[src/rtl/battle_turn_scheduler_if.sv]
// Scheduler bus: decode/AI strobes, engine health bars,
// strike strobes, attack choices and battle status.
interface battle_turn_scheduler_if;
  logic       collision_detected;
  logic       player_valid;
  logic [1:0] player_key;
  logic       enemy_valid;
  logic [1:0] enemy_key;
  logic [7:0] player_HB;
  logic [7:0] enemy_HB;
  logic       player_turn;
  logic       attacker_turn;
  logic [1:0] player_choice;
  logic [1:0] enemy_choice;
  logic       battle_active;
  logic [4:0] round;
  logic       timeout_pulse;
  logic       player_win;
  logic       enemy_win;
  logic       draw;

  modport master (
    output collision_detected,
    output player_valid,
    output player_key,
    output enemy_valid,
    output enemy_key,
    output player_HB,
    output enemy_HB,
    input  player_turn,
    input  attacker_turn,
    input  player_choice,
    input  enemy_choice,
    input  battle_active,
    input  round,
    input  timeout_pulse,
    input  player_win,
    input  enemy_win,
    input  draw
  );

  modport slave (
    input  collision_detected,
    input  player_valid,
    input  player_key,
    input  enemy_valid,
    input  enemy_key,
    input  player_HB,
    input  enemy_HB,
    output player_turn,
    output attacker_turn,
    output player_choice,
    output enemy_choice,
    output battle_active,
    output round,
    output timeout_pulse,
    output player_win,
    output enemy_win,
    output draw
  );
endinterface

[src/rtl/battle_turn_scheduler.sv]
// Turn sequencer between key/AI decode and the attack engine.
// Optional ENEMY_AUTO_EN: enemy choice comes from an internal LFSR.
module battle_turn_scheduler #(
  parameter int TURN_TIMEOUT  = 255,
  parameter int SETTLE_CYCLES = 2,
  parameter int MAX_ROUNDS    = 20,
  parameter int PLAYER_FIRST  = 1
) (
  input logic                    clk,
  input logic                    rst_n,
  battle_turn_scheduler_if.slave bus
);

  typedef enum logic [2:0] {
    IDLE,
    P_WAIT,
    P_STRIKE,
    P_SETTLE,
    E_WAIT,
    E_STRIKE,
    E_SETTLE,
    DONE
  } state_t;

  localparam logic [7:0] TO_LAST = 8'(TURN_TIMEOUT - 1);
  localparam logic [7:0] SE_LAST = 8'(SETTLE_CYCLES - 1);
  localparam logic [4:0] R_MAX   = 5'(MAX_ROUNDS);
  localparam bit         P_FIRST = (PLAYER_FIRST != 0);

  state_t     r_state;
  state_t     w_next;
  logic [7:0] r_cnt;
  logic [7:0] r_hb_prev;
  logic [1:0] r_p_choice;
  logic [1:0] r_e_choice;
  logic [4:0] r_round;
  logic       r_p_win;
  logic       r_e_win;
  logic       r_draw;

  logic       w_p_ld;
  logic [1:0] w_p_key;
  logic       w_e_ld;
  logic [1:0] w_e_key;
  logic       w_to;
  logic       w_set_pwin;
  logic       w_set_ewin;
  logic       w_set_draw;
  logic       w_round_inc;
  logic [4:0] w_round_nx;
  logic       w_settled;
  logic       w_p_ko;
  logic       w_e_ko;

`ifdef ENEMY_AUTO_EN
  logic [7:0] r_lfsr;
  logic       w_unused;

  assign w_unused = ^{bus.enemy_valid, bus.enemy_key};

  // x^8+x^6+x^5+x^4+1, free-running
  always_ff @(posedge clk or negedge rst_n) begin
    if (!rst_n) r_lfsr <= 8'hA5;
    else r_lfsr <= {r_lfsr[6:0],
                    r_lfsr[7] ^ r_lfsr[5] ^
                    r_lfsr[4] ^ r_lfsr[3]};
  end
`endif

  assign w_round_nx = r_round + 5'd1;
  assign w_settled  = (r_cnt == SE_LAST);
  // a bar that went up after a strike has wrapped below zero
  assign w_p_ko = (bus.enemy_HB == 8'd0) ||
                  (bus.enemy_HB > r_hb_prev);
  assign w_e_ko = (bus.player_HB == 8'd0) ||
                  (bus.player_HB > r_hb_prev);

  always_comb begin
    w_next      = r_state;
    w_p_ld      = 1'b0;
    w_p_key     = 2'b00;
    w_e_ld      = 1'b0;
    w_e_key     = 2'b00;
    w_to        = 1'b0;
    w_set_pwin  = 1'b0;
    w_set_ewin  = 1'b0;
    w_set_draw  = 1'b0;
    w_round_inc = 1'b0;
    unique case (r_state)
      IDLE: begin
        if (bus.collision_detected)
          w_next = P_FIRST ? P_WAIT : E_WAIT;
      end
      P_WAIT: begin
        if (bus.player_valid) begin
          w_p_ld  = 1'b1;
          w_p_key = bus.player_key;
          w_next  = P_STRIKE;
        end else if (r_cnt == TO_LAST) begin
          w_p_ld = 1'b1;
          w_to   = 1'b1;
          w_next = P_STRIKE;
        end
      end
      P_STRIKE: w_next = P_SETTLE;
      P_SETTLE: begin
        if (w_settled) begin
          if (w_p_ko) begin
            w_set_pwin = 1'b1;
            w_next     = DONE;
          end else begin
            w_next = E_WAIT;
            if (!P_FIRST) begin
              w_round_inc = 1'b1;
              if (w_round_nx == R_MAX) begin
                w_set_draw = 1'b1;
                w_next     = DONE;
              end
            end
          end
        end
      end
      E_WAIT: begin
`ifdef ENEMY_AUTO_EN
        w_e_ld  = 1'b1;
        w_e_key = r_lfsr[1:0];
        w_next  = E_STRIKE;
`else
        if (bus.enemy_valid) begin
          w_e_ld  = 1'b1;
          w_e_key = bus.enemy_key;
          w_next  = E_STRIKE;
        end else if (r_cnt == TO_LAST) begin
          w_e_ld = 1'b1;
          w_to   = 1'b1;
          w_next = E_STRIKE;
        end
`endif
      end
      E_STRIKE: w_next = E_SETTLE;
      E_SETTLE: begin
        if (w_settled) begin
          if (w_e_ko) begin
            w_set_ewin = 1'b1;
            w_next     = DONE;
          end else begin
            w_next = P_WAIT;
            if (P_FIRST) begin
              w_round_inc = 1'b1;
              if (w_round_nx == R_MAX) begin
                w_set_draw = 1'b1;
                w_next     = DONE;
              end
            end
          end
        end
      end
      DONE:    w_next = DONE;
      default: w_next = IDLE;
    endcase
  end

  always_ff @(posedge clk or negedge rst_n) begin
    if (!rst_n) begin
      r_state    <= IDLE;
      r_cnt      <= 8'd0;
      r_hb_prev  <= 8'd0;
      r_p_choice <= 2'b00;
      r_e_choice <= 2'b00;
      r_round    <= 5'd0;
      r_p_win    <= 1'b0;
      r_e_win    <= 1'b0;
      r_draw     <= 1'b0;
    end else begin
      r_state <= w_next;
      // one counter serves both WAIT timeout and SETTLE delay
      if (w_next != r_state || r_state == IDLE ||
          r_state == DONE)
        r_cnt <= 8'd0;
      else
        r_cnt <= r_cnt + 8'd1;
      if (w_p_ld) r_p_choice <= w_p_key;
      if (w_e_ld) r_e_choice <= w_e_key;
      if (r_state == P_STRIKE)
        r_hb_prev <= bus.enemy_HB;
      else if (r_state == E_STRIKE)
        r_hb_prev <= bus.player_HB;
      if (w_round_inc) r_round <= w_round_nx;
      if (w_set_pwin) r_p_win <= 1'b1;
      if (w_set_ewin) r_e_win <= 1'b1;
      if (w_set_draw) r_draw  <= 1'b1;
    end
  end

  assign bus.player_turn   = (r_state == P_STRIKE);
  assign bus.attacker_turn = (r_state == E_STRIKE);
  assign bus.player_choice = r_p_choice;
  assign bus.enemy_choice  = r_e_choice;
  assign bus.battle_active = (r_state != IDLE) &&
                             (r_state != DONE);
  assign bus.round         = r_round;
  assign bus.timeout_pulse = w_to;
  assign bus.player_win    = r_p_win;
  assign bus.enemy_win     = r_e_win;
  assign bus.draw          = r_draw;

endmodule

[src/flat_wrapper.sv]
// flat-port wrapper written by rule: the top's interface ports become plain ports
module battle_turn_scheduler_flat 
#(
  parameter int TURN_TIMEOUT  = 255,
  parameter int SETTLE_CYCLES = 2,
  parameter int MAX_ROUNDS    = 20,
  parameter int PLAYER_FIRST  = 1
)
  (clk, rst_n, bus_collision_detected, bus_player_valid, bus_player_key, bus_enemy_valid, bus_enemy_key, bus_player_HB, bus_enemy_HB, bus_player_turn, bus_attacker_turn, bus_player_choice, bus_enemy_choice, bus_battle_active, bus_round, bus_timeout_pulse, bus_player_win, bus_enemy_win, bus_draw);
  battle_turn_scheduler_if bus_i ();
  input logic clk;
  input logic rst_n;
  input wire logic [$bits(bus_i.collision_detected)-1:0] bus_collision_detected;
  input wire logic [$bits(bus_i.player_valid)-1:0] bus_player_valid;
  input wire logic [$bits(bus_i.player_key)-1:0] bus_player_key;
  input wire logic [$bits(bus_i.enemy_valid)-1:0] bus_enemy_valid;
  input wire logic [$bits(bus_i.enemy_key)-1:0] bus_enemy_key;
  input wire logic [$bits(bus_i.player_HB)-1:0] bus_player_HB;
  input wire logic [$bits(bus_i.enemy_HB)-1:0] bus_enemy_HB;
  output wire logic [$bits(bus_i.player_turn)-1:0] bus_player_turn;
  output wire logic [$bits(bus_i.attacker_turn)-1:0] bus_attacker_turn;
  output wire logic [$bits(bus_i.player_choice)-1:0] bus_player_choice;
  output wire logic [$bits(bus_i.enemy_choice)-1:0] bus_enemy_choice;
  output wire logic [$bits(bus_i.battle_active)-1:0] bus_battle_active;
  output wire logic [$bits(bus_i.round)-1:0] bus_round;
  output wire logic [$bits(bus_i.timeout_pulse)-1:0] bus_timeout_pulse;
  output wire logic [$bits(bus_i.player_win)-1:0] bus_player_win;
  output wire logic [$bits(bus_i.enemy_win)-1:0] bus_enemy_win;
  output wire logic [$bits(bus_i.draw)-1:0] bus_draw;
  assign bus_i.collision_detected = bus_collision_detected;
  assign bus_i.player_valid = bus_player_valid;
  assign bus_i.player_key = bus_player_key;
  assign bus_i.enemy_valid = bus_enemy_valid;
  assign bus_i.enemy_key = bus_enemy_key;
  assign bus_i.player_HB = bus_player_HB;
  assign bus_i.enemy_HB = bus_enemy_HB;
  assign bus_player_turn = bus_i.player_turn;
  assign bus_attacker_turn = bus_i.attacker_turn;
  assign bus_player_choice = bus_i.player_choice;
  assign bus_enemy_choice = bus_i.enemy_choice;
  assign bus_battle_active = bus_i.battle_active;
  assign bus_round = bus_i.round;
  assign bus_timeout_pulse = bus_i.timeout_pulse;
  assign bus_player_win = bus_i.player_win;
  assign bus_enemy_win = bus_i.enemy_win;
  assign bus_draw = bus_i.draw;
  battle_turn_scheduler #(.TURN_TIMEOUT(TURN_TIMEOUT), .SETTLE_CYCLES(SETTLE_CYCLES), .MAX_ROUNDS(MAX_ROUNDS), .PLAYER_FIRST(PLAYER_FIRST)) u_core (.clk(clk), .rst_n(rst_n), .bus(bus_i));
endmodule
[config.mk]
export PLATFORM = sky130hd
export DESIGN_NAME = battle_turn_scheduler_flat
export DESIGN_NICKNAME = d
export VERILOG_FILES = /design/src/rtl/battle_turn_scheduler_if.sv /design/src/rtl/battle_turn_scheduler.sv /design/src/flat_wrapper.sv
export SDC_FILE = /design/constraint.sdc
export NUM_CORES = 1
export LEC_CHECK = 0
export BUFFER_PORTS_ARGS = -buffer_cell sky130_fd_sc_hd__buf_2
export CAP_MARGIN = 10
export CORE_ASPECT_RATIO = 0.7
export CORE_UTILIZATION = 40
export CTS_BUF_LIST = sky130_fd_sc_hd__clkbuf_8
export CTS_CLUSTER_SIZE = 28
export DETAILED_ROUTE_END_ITERATION = 6
export PLACE_DENSITY = 0.67
export SYNTH_ARGS = -nofsm -noshare
export SYNTH_HDL_FRONTEND = slang
export SYNTH_SLANG_ARGS = --single-unit
[constraint.sdc]
create_clock -name clk -period 3.1 [get_ports clk]
set_clock_uncertainty 0.1 [all_clocks]
set_input_delay 0.155 -clock clk [delete_from_list [all_inputs] [get_ports clk]]
set_output_delay 0.155 -clock clk [all_outputs]
set_load 0.03 [all_outputs]
==> impl_metrics.json, run 1 <==
{
  "setup_viol": 0,
  "hold_start": "bus_enemy_HB[5]",
  "final_common_cell": "buf_2",
  "drt-initial-drc-count": 48,
  "async_reset_ff_share_pct": 100,
  "clkSlewWorstSetupHoldPaths_ps": 60,
  "ant_nets": 0,
  "vias": 1788,
  "max_slew_margin_pct": 33.3,
  "worstSetupStartpointType": "flip-flop",
  "avgSynthCellArea_um2": 9.36,
  "cp.buffers_inverters": 1,
  "cts.sinks": 31,
  "synth-seq-cells": 31,
  "clock_latency_ps": 280,
  "wl_mm": 4.54,
  "drive_gt1_share_pct": 20.3,
  "period_needed_ps": 2360,
  "synthFlopType": "dfrtp_1",
  "finalMaxSlewViolations": 0,
  "ys_types": 41,
  "hpwl_mm": 3.50,
  "path_class": "reg -> reg",
  "dieArea_um2": 5470,
  "viasPerCell": 5.34,
  "drt_pass1_iterations": 4,
  "required_ps": 3160,
  "synthTopCellsByArea": "dfrtp_1, ha_1, mux2i_1",
  "cts_made_buffers": 5,
  "dp_cells": 326,
  "cellPowerDensity_nw_per_um2": 871,
  "netlist_area_um2": 2070,
  "fin_cells": 335,
  "port_buffers": 40,
  "layout-area-overhead-vs-synth_pct": 18.6,
  "clk_path_buf_depth": 2,
  "ys_seq_area_share_pct": 37.5,
  "tightest_slew_ps": 994,
  "diodes": 0,
  "status": "complete, no violations",
  "rrSetupSlack_ps": 740,
  "synth_top_area_share_pct": 37.5,
  "cpPeakStageDelay_ps": 800,
  "synth-edff-count": 0,
  "setup_tns_ps": 0,
  "cts_root_buf": "clkbuf_8",
  "grt_pass1_wl_mm": 7.65,
  "worstSetupStartpoint": "u_core.r_hb_prev[1]",
  "mostFrequentLayoutCells": "buf_2, dfrtp_1, ha_1",
  "nets": 311,
  "reg2reg_from": "u_core.r_hb_prev[1]",
  "coreArea_um2": 4890,
  "io_pins": 41,
  "worstPathMaxFanout": 7,
  "slowest_stage": "a211oi_1",
  "fill_cells": 494,
  "p_leak_nw": 1.22,
  "syn-num-nets": 267,
  "crit_chain": "inv_1, ha_1, nor2b_1, o211ai_1, a211oi_1, nor4b_4, mux2_4",
  "fin_crit_sh_pct": 76.3,
  "antenna_found_initial": 0,
  "routedWlPerCell_um": 13.6,
  "grt_usage_pct": 18.1,
  "first_global_vias": 1628,
  "synth_cells": 221,
  "cts_tree": "yes",
  "crit_family": "compound AO/OA/AOI/OAI gates",
  "drv_cap": 0,
  "htree_levels": 2,
  "drc_errors": 0,
  "endpoint_kind": "flip-flop",
  "max_freq_mhz": 423,
  "start_util_pct": 42.3,
  "ys_warn_count": 0,
  "rows": 21,
  "peakVddDrop_mv": 0.411,
  "overflow": 0,
  "post-synth-top-area-cell": "dfrtp_1",
  "rsz0062_at_grt": "no",
  "grt_start_max_net_pins": 32,
  "die_h_um": 62.2,
  "hold_violations": 0,
  "gp_congestion": 0.834,
  "dieWidth_um": 87.9,
  "hold_class": "in -> reg",
  "cp.arrival_ps": 2420,
  "cts_resized": 0
}
## power by group
group          switching [mW]  leakage (nW)  internal, mW
sequential              0.176         0.393         0.547
combinational           0.644         0.769         0.425
clock                   0.145        0.0557         0.199
total                   0.965          1.22          1.17
## what timing repair did
item | 4_1_cts | 5_1_grt
hold buffers | 1 | 0
buffers inserted | 0 | 0
hold endpoints to repair | 31 | 0
## Yosys cell counts, types with 2 or more instances
cell,instances
dfrtp_1,31
ha_1,21
nand2_1,19
nor2_1,17
inv_1,15
o21ai_0,14
a21oi_1,11
nand3_1,10
nor4_1,9
xor2_1,9
mux2i_1,8
nand4_1,8
a32o_1,6
clkbuf_1,5
a21o_1,3
nor2b_1,3
nor3_1,3
a211oi_1,2
a31oi_1,2
and3_1,2
nor4b_1,2
xnor2_1,2
## cell type report
| type | count | area, um2 | area share [%] |
|---|---|---|---|
| clock buffers | 7 | 96.3 | 3.93 |
| clock inverters | 1 | 3.75 | 0.153 |
| inverters | 15 | 56.3 | 2.29 |
| multi-input cells | 170 | 1220 | 49.6 |
| flip-flops and latches | 31 | 776 | 31.6 |
| well taps | 69 | 86.3 | 3.52 |
| repair buffers | 42 | 218 | 8.87 |
## sequential cells by signal, indices dropped and copies added (netlist names)
| register | count |
|---|---|
| u_core.r_cnt | 8 |
| u_core.r_hb_prev | 8 |
| u_core.bus.round | 5 |
| u_core.r_state | 3 |
| u_core.bus.enemy_choice | 2 |
| u_core.bus.player_choice | 2 |
| u_core.bus.draw | 1 |
| u_core.bus.enemy_win | 1 |
| u_core.bus.player_win | 1 |
## worst reg2reg max path: cells and delay by family, from the launching register on
kind / cells / cell delay, ps
AO/OA/AOI/OAI: 2 / 880
adder cells (fa/ha/maj): 1 / 280
buffers and inverters: 1 / 60
flip-flops: 1 / 340
multiplexers: 1 / 330
AND/OR/NAND/NOR: 2 / 250
## through the flow
stage | power [mW] | util [%] | hold WS (ps) | setup slack [ps] | area [um2]
4_1_cts | 2.15 | 50.2 | 14.9 | 743 | 2450
5_1_grt | 2.32 | 50.2 | 17.0 | 626 | 2450
2_1_floorplan | 1.52 | - | -241 | 910 | 2070
3_3_place_gp | 1.78 | 48.0 | 162 | 832 | 2340
6_report | 2.14 | 50.2 | 21.2 | 736 | 2450
3_5_place_dp | 1.80 | 48.0 | 159 | 761 | 2340
## kinds of logic (layout without fill, tap and decap cells)
family / count (synthesis) / after routing / share of synthesized area [%]
AND/OR/NAND/NOR: 83 / 83 / 22.4
AO/OA/AOI/OAI: 45 / 45 / 13.9
flip-flops: 31 / 31 / 37.5
adder cells (fa/ha/maj): 21 / 21 / 12.7
buffers and inverters: 20 / 65 / 3.63
XOR/XNOR: 11 / 11 / 4.66
multiplexers: 10 / 10 / 5.14
## worst paths after layout
check	end	depth (start not counted)
min in group asynchronous	u_core.bus.round[4]	2
max in group asynchronous	u_core.r_hb_prev[3]	2
worst min register to register	u_core.bus.draw	1
worst max-delay path	u_core.bus.round[1]	7
worst min-delay path	u_core.r_hb_prev[5]	3
worst max register to register	u_core.bus.round[1]	7
## routing by layer
layer	up-vias	global-route usage, %	wire, um
li1	905	-	-
met1	843	28.5	2580
met2	35	24.0	1740
met3	5	4.79	178
met4	0	4.92	47
met5	-	0	0
Power figures use the tool's default switching activity.
==> run 2, diff against run 1 <==
--- a/config.mk
+++ b/config.mk
@@ -5,6 +5,7 @@
 export SDC_FILE = /design/constraint.sdc
 export NUM_CORES = 1
 export LEC_CHECK = 0
+export ABC_AREA = 1
 export BUFFER_PORTS_ARGS = -buffer_cell sky130_fd_sc_hd__buf_2
 export CAP_MARGIN = 10
 export CORE_ASPECT_RATIO = 0.7
==> constraint.sdc (replaced) <==
create_clock -name clk -period 2.3 [get_ports clk]
set_clock_uncertainty 0.1 [all_clocks]
set_input_delay 0.115 -clock clk [delete_from_list [all_inputs] [get_ports clk]]
set_output_delay 0.115 -clock clk [all_outputs]
set_load 0.03 [all_outputs]
==> impl_metrics.json, run 2 <==
{
  "slowest_stage": "dfrtp_1",
  "drive_gt1_share_pct": 21.8,
  "clk_path_buf_depth": 2,
  "htree_levels": 2,
  "status": "complete, no violations",
  "ys_types": 32,
  "synthXorXnorAreaFrac_pct": 4.22,
  "netlist_area_um2": 2070,
  "ys_warn_count": 0,
  "avgSynthCellArea_um2": 7.92,
  "p_leak_nw": 1.30,
  "gp_congestion": 0.794,
  "hold_violations": 0,
  "worstSetupStartpointType": "flip-flop",
  "syn-num-nets": 308,
  "diodes": 0,
  "worstPathMaxFanout": 8,
  "cts_tree": "yes",
  "period_needed_ps": 2090,
  "required_ps": 2360,
  "cp_common_cell": "nor2_1",
  "post_cts_buffers": 0,
  "synth_top_area_share_pct": 37.4,
  "cpPeakStageDelay_ps": 370,
  "coreArea_um2": 4890,
  "max_freq_mhz": 478,
  "grt_pass1_wl_mm": 7.75,
  "drv_cap": 0,
  "overflow": 0,
  "synth-seq-cells": 31,
  "synth_top_family_by_area": "simple AND/OR/NAND/NOR gates",
  "layout-area-overhead-vs-synth_pct": 22.4,
  "fin_hold_ws_ps": 8.02,
  "drt-initial-drc-count": 62,
  "async_reset_ff_share_pct": 100,
  "path_class": "reg -> reg",
  "io_pins": 41,
  "mostFrequentLayoutCells": "nand2_1, buf_2, inv_1, nor2_1, dfrtp_1",
  "finalMaxSlewViolations": 0,
  "final_common_cell": "nand2_1",
  "synth-edff-count": 0,
  "nets": 362,
  "cp.buffers_inverters": 1,
  "die_h_um": 62.3,
  "drc_errors": 0,
  "post-synth-top-area-cell": "dfrtp_1",
  "hold_class": "in -> reg",
  "drt_pass1_iterations": 4,
  "yosysMostFrequentCell": "nand2_1",
  "cellPowerDensity_nw_per_um2": 1220,
  "setup_tns_ps": 0,
  "fin_cells": 386,
  "grt_usage_pct": 18.5,
  "tightest_slew_ps": 678,
  "cp.arrival_ps": 2150,
  "grt_start_max_net_pins": 32,
  "clkSlewWorstSetupHoldPaths_ps": 70,
  "hpwl_mm": 3.49,
  "setup_viol": 0,
  "endpoint_kind": "flip-flop",
  "dp_cells": 371,
  "muxShareOfSynthArea_pct": 0,
  "ant_nets": 0,
  "synth_commonest_cells": "nand2_1, nor2_1, inv_1",
  "antenna_found_initial": 0,
  "fin_crit_sh_pct": 90.9,
  "peakVddDrop_mv": 0.631,
  "synthFlopType": "dfrtp_1",
  "dieArea_um2": 5480,
  "synthTopCellsByArea": "dfrtp_1, ha_1, nand2_1",
  "wl_mm": 4.57,
  "synth_fa_ha_area_share_pct": 12.7,
  "rsz0062_at_grt": "no",
  "cts_root_buf": "clkbuf_8",
  "start_util_pct": 42.4,
  "rows": 21,
  "first_global_vias": 1655,
  "synth_cells": 262,
  "max_slew_margin_pct": 54.8,
  "vias": 1827,
  "port_buffers": 40,
  "crit_family": "compound AO/OA/AOI/OAI gates",
  "synth_compound_area_share_pct": 10.3,
  "utilization_pct": 51.9,
  "crit_chain": "inv_1, ha_1, a21oi_1, o21ai_0, a21o_1, o21ai_1, nand3b_1, nor2_1, nor2_1, nand3_4, nor2_1",
  "routedWlPerCell_um": 11.8,
  "cts.sinks": 31,
  "ys_seq_area_share_pct": 37.4,
  "dieWidth_um": 88.1,
  "viasPerCell": 4.73,
  "cts_made_buffers": 5,
  "yosys.area_share.simple_pct": 27.4,
  "clock_latency_ps": 280
}
==> run 2: cell count changes after synthesis, moves of 3 or more <==
cell | previous run | this run
nor2b_1 | 3 | 0
inv_1 | 15 | 34
clkbuf_1 | 5 | 0
mux2i_1 | 8 | 0
nand2_1 | 19 | 47
or2_2 | 0 | 3
nand3_1 | 10 | 15
inv_2 | 0 | 4
nor2_1 | 17 | 35
a32o_1 | 6 | 0
nor3_2 | 0 | 4
nand4_1 | 8 | 2
nor4_1 | 9 | 5
==> run 2: cell type report <==
class                   instances  area [um2]
well taps                      69        86.3
inverters                      39         146
flip-flops and latches         31         776
repair buffers                 50         293
multi-input cells             189        1140
fillers                       487        2350
clock inverters                 1        3.75
clock buffers                   7        96.3
==> run 2: cell families after synthesis <==
kind of cell | after synthesis
flops | 31
xor+xnor | 10
compound gates | 37
fa+ha+maj | 21
buf+inv | 42
simple gates | 121
==> run 2: layer usage <==
| metal | global-route usage [%] | share of wire (%) |
|---|---|---|
| met5 | 0 | 0 |
| met4 | 4.84 | 1.1 |
| met3 | 5.98 | 5.1 |
| met2 | 23.2 | 38 |
| met1 | 29.6 | 56 |
==> run 2: report_power, final <==
part           total, mW  internal [mW]  switching [mW]
clock network      0.465          0.268           0.197
registers          0.907          0.750           0.157
logic               1.72          0.616            1.11
total               3.09           1.63            1.46
==> run 2: what timing repair did <==
action | CTS | global route
gates resized for setup | 0 | 2
hold endpoints to repair | 35 | 0
hold buffers | 7 | 0
setup endpoints to repair | 0 | 9
==> run 2: tightest hold or removal path, cell delays in order <==
cell and delay (ps):
buf_2 100, nand3_1 60, o21ai_0 70
==> run 2: per-stage QoR <==
step	total power, mW	area, um2	setup WS, ps
after detailed placement	2.61	2360	199
after global placement	2.60	2360	222
after CTS	3.11	2530	157
final	3.09	2540	210
after floorplan	2.18	2070	309
after global routing	3.40	2540	34.8
==> run 2: worst paths after layout <==
path / cells after the start / endpoint / slack [ps] / from
worst max-delay path: 11 / u_core.r_cnt[3] / 210 / u_core.r_hb_prev[7]
worst min-delay path: 3 / u_core.bus.player_choice[0] / 8 / bus_player_valid
worst max register to register: 11 / u_core.r_cnt[3] / 210 / u_core.r_hb_prev[7]
worst min register to register: 1 / u_core.bus.enemy_win / 360 / u_core.bus.enemy_win
max in group asynchronous: 2 / u_core.r_hb_prev[2] / 1350 / rst_n
min in group asynchronous: 2 / u_core.bus.player_choice[0] / 300 / rst_n
